**src/rtl/board_input_debounce.sv**
```systemverilog
// board_input_debounce: synchronizes, debounces and edge-detects raw board inputs
module board_input_debounce #(
    parameter int unsigned          NumInputs    = 5,
    parameter int unsigned          StableCycles = 20000,
    parameter int unsigned          SyncStages   = 2,
    parameter logic [NumInputs-1:0] ResetValue   = '0
) (
    input  logic                 clk_i,
    input  logic                 rst_ni,
    input  logic                 debounce_en_i,
    input  logic [NumInputs-1:0] raw_i,
    output logic [NumInputs-1:0] level_o,
    output logic [NumInputs-1:0] rise_o,
    output logic [NumInputs-1:0] fall_o,
    output logic                 busy_o
);
    localparam int unsigned     CntW   = $clog2(StableCycles + 1);
    localparam logic [CntW-1:0] CntMax = CntW'(StableCycles - 1);

    (* ASYNC_REG = "TRUE" *) logic [NumInputs-1:0] sync_q [SyncStages];
    logic [NumInputs-1:0] sync, level_q, level_prev_q;
    logic [CntW-1:0]      cnt_q [NumInputs];

    assign sync = sync_q[SyncStages-1];

    // metastability chain: plain flop-to-flop, no logic between stages
    always_ff @(posedge clk_i or negedge rst_ni) begin
        if (!rst_ni) begin
            for (int s = 0; s < SyncStages; s++) sync_q[s] <= ResetValue;
        end else begin
            sync_q[0] <= raw_i;
            for (int s = 1; s < SyncStages; s++) sync_q[s] <= sync_q[s-1];
        end
    end

    // per-channel stability filter; a match, bypass or a full count reloads level from sync
    always_ff @(posedge clk_i or negedge rst_ni) begin
        if (!rst_ni) begin
            level_q      <= ResetValue;
            level_prev_q <= ResetValue;
            for (int c = 0; c < NumInputs; c++) cnt_q[c] <= '0;
        end else begin
            level_prev_q <= level_q;
            for (int c = 0; c < NumInputs; c++) begin
                if (!debounce_en_i || sync[c] == level_q[c] || cnt_q[c] == CntMax) begin
                    cnt_q[c]   <= '0;
                    level_q[c] <= sync[c];
                end else begin
                    cnt_q[c] <= cnt_q[c] + 1'b1;
                end
            end
        end
    end

    assign level_o = level_q;
    assign rise_o  = level_q & ~level_prev_q;
    assign fall_o  = ~level_q & level_prev_q;
    assign busy_o  = |(sync ^ level_q);
endmodule

```
**config.mk**
```make
export PLATFORM = sky130hd
export DESIGN_NAME = board_input_debounce
export DESIGN_NICKNAME = d
export VERILOG_FILES = /design/src/rtl/board_input_debounce.sv
export SDC_FILE = /design/constraint.sdc
export NUM_CORES = 1
export LEC_CHECK = 0
export ABC_AREA = 1
export BUFFER_PORTS_ARGS = -buffer_cell sky130_fd_sc_hd__buf_4
export CAP_MARGIN = 20
export CORE_MARGIN = 4
export CORE_UTILIZATION = 61
export CTS_CLUSTER_SIZE = 25
export DETAILED_ROUTE_END_ITERATION = 8
export PLACE_DENSITY = 0.79
export SYNTH_ARGS = -nofsm -noshare
export SYNTH_HDL_FRONTEND = slang
export SYNTH_SLANG_ARGS = --single-unit
export TNS_END_PERCENT = 30
```
**constraint.sdc**
```tcl
create_clock -name clk_i -period 1.6 [get_ports clk_i]
set_input_delay 0 -clock clk_i [delete_from_list [all_inputs] [get_ports clk_i]]
set_output_delay 0 -clock clk_i [all_outputs]
set_load 0.05 [all_outputs]
```
==> impl_metrics.toml <==
[floorplan]
initial_core_util_pct = 63.9
coreArea_sq_um = 7890
die_area_sq_um = 9790
die_height_microns = 98.9
die_x_microns = 98.9
io_pins = 24
row_count = 32

[synthesis]
synth_area_leaders = "dfrtp_1 (47%), nand2_1 (11%), nor2_1 (9.2%)"
synthesis.nets = 636
synth_common_cells = "nand2_1 (148), nor2_1 (123), dfrtp_1 (95)"
synth_fa_ha_area_share_pct = 1.24
ys_types = 20
ys_seq_elements = 95
synth_edf_count = 0
yosys-mux-area-fraction_pct = 0
avgSynthCellArea_sq_um = 8.09
synth_area_sq_um = 5040
yosys.area.top_type = "dfrtp_1"
yosysMostFrequentCell = "nand2_1"
synth-xor-area-share_pct = 6.77
yosysSeqAreaShare_pct = 47.1
synth-compound-area-share_pct = 1.34
synth_top_family_by_area = "simple AND/OR/NAND/NOR gates"
synthCells = 623
synthFlopType = "dfrtp_1"
yosys.area_share.simple_pct = 37.3
synth-async-reset-ratio_pct = 100
synth_top_area_share_pct = 47.1
yosysWarnings = 0

[clock_network]
cts_tree = "done"
insertion_delay_ps = 360
clockBufferDepth = 2
clock_sinks = 95
cts.clk_slew.worst_paths_ps = 100
htreeDepth = 3
numCtsBuffers = 9
root_buffer = "clkbuf_8"

[final_layout]
areaGrowthSynthToFinish_pct = 12.5
nets = 682
antenna_cells = 0
drive_gt1_share_pct = 19.0
fillers = 607
post-route-util_pct = 71.9

[pwr]
combPwrFrac_pct = 16.0
power_mw = 4.78
p_int_mw = 3.32
cellLeakagePower_nw = 2.31
p_per_area_nw_per_um2 = 843
peakVddDrop_mv = 0.441
p_clk_share_pct = 30.5
p_sw_share_pct = 30.4
sequentialPowerShare_pct = 53.5
p_switching_mw = 1.46

[setup_path]
r2r_end = "cnt_q[18]"
r2r-start = "cnt_q[15]"
rr_worst_depth = 7
end_kind = "flip-flop"
crit_type = "reg2reg"
cp.arrival_ps = 1740
start_kind = "flip-flop"
rrSetupSlack_ps = 100
cp.required_ps = 1840
path_max_fanout = 8

[placement]
port_buffers = 23
place.gp.congestion = 0.847
hpwl_microns = 6870
place_ws_ps = 115

[global_routing]
grt_max_degree = 36
grt_pass1_vias = 3742
grt_pass1_wl_microns = 16400
gr-total-overflow = 0
antenna_found_initial = 0
gr-usage-all-layers_pct = 20.3

[status]
status = "complete, no violations"

[flow_run]
cap_violations = 0

[detailed_routing]
firstDrtPassIters = 4
drcViolationCount = 0
viasPerCell = 5.13
totalWireLength_microns = 9310
drtIter0Drc = 190
ant_nets = 0
dr_total_vias = 3978
wire_per_inst_microns = 12.0

[timing]
max_slew_margin_pct = 69.1
finalWorstSetupSlack_ps = 95.3
finalSetupViolCount = 0
finalHoldViolations = 0
min_period_ps = 1500
skew_ps = 15.3
worst_slew_pin_slew_ps = 464
tns_ps = 0
fin_crit_sh_pct = 94.0
rsz0062_at_grt = "false"
fmax_mhz = 665
maxSlewViolCount = 0

[hold_path]
min-delay-path-class = "in2async"
-- kinds of logic (layout without fill, tap and decap cells) --
group,after synthesis,in the layout
flops,95,95
buf+inv,66,117
fa+ha+maj,5,5
simple gates,407,407
compound gates,11,11
xor+xnor,39,39
-- state kept, by name, summed over array words and instances (netlist names) --
signal	cells
sync_q	5
level_prev_q	5
level_o	5
cnt_q	75
sync	5
-- per-stage QoR --
stage          hold slack (ps)  instances  area (sq um)
2_1_floorplan             -296        623          5040
3_3_place_gp             -21.1        750          5340
3_5_place_dp             -12.8        750          5340
4_1_cts                    135        773          5600
5_1_grt                    161        776          5670
6_report                   138        776          5670
-- area by class of cell --
type / count / area [sq um] / share of cell area [%]
multi-input combinational: 462 / 2390 / 42.1
sequential: 95 / 2380 / 41.9
timing repair buffer: 40 / 365 / 6.44
inverter: 61 / 229 / 4.04
clock buffer: 10 / 128 / 2.25
tap: 102 / 128 / 2.25
clock inverter: 6 / 53.8 / 0.949
-- worst max-delay path: stages (launching register included) --
cell and delay [ps]:
dfrtp_1 440, ha_2 260, nand3_2 140, nor2_1 130, nand2_1 110, nand2_4 140
buf_12 140, nor2_2 40
-- power by group through the flow --
stage / logic (mW) / clock network [mW] / registers [mW]
after floorplan: 0.446 / 0 / 2.65
after global placement: 0.695 / 0 / 2.60
after detailed placement: 0.708 / 0 / 2.60
after CTS: 0.736 / 1.50 / 2.56
after global routing: 0.828 / 1.61 / 2.57
final: 0.764 / 1.46 / 2.56
-- per-layer routing --
metal	track usage (%)	routed length (microns)
met5	0	0
met4	7.46	144
met3	2.76	305
met2	32.8	4530
met1	28.0	4340
-- worst max-delay path by stage --
stage               startpoint   endpoint
floorplan           level_o[0]     busy_o
global placement     cnt_q[45]  cnt_q[50]
detailed placement   cnt_q[60]  cnt_q[66]
CTS                 level_o[4]     busy_o
global route        level_o[4]     busy_o
finish               cnt_q[15]  cnt_q[18]
-- cell usage in the layout (no fill, tap or decap) --
master	Yosys	routed
xnor2_2	0	2
inv_6	0	2
inv_8	0	1
buf_4	0	30
nand2_4	4	3
clkinvlp_4	0	1
clkbuf_1	0	1
xor2_1	19	19
clkbuf_8	0	9
nor2_2	56	57
buf_12	2	4
inv_1	61	61
o21ai_0	6	6
o21bai_1	5	5
nand4_1	26	26
ha_1	5	2
nand3b_1	1	1
ha_2	0	3
clkinv_4	0	2
nand2_8	0	1
nor2_1	123	122
dfrtp_1	95	94
xnor2_1	20	18
nand2_1	148	148
nand3_1	37	37
nand2_2	3	3
nand3_2	4	4
dfrtp_2	0	1
dlygate4sd3_1	0	6
nor2_4	5	5
-- timing repair --
item	4_1_cts	5_1_grt
hold buffers	6	0
setup endpoints to repair	1	29
resized for setup	2	6
pin swaps	1	1
setup buffers	1	3
endpoints found under the hold margin	82	0
Note: power is estimated with default switching activity, not from simulation.
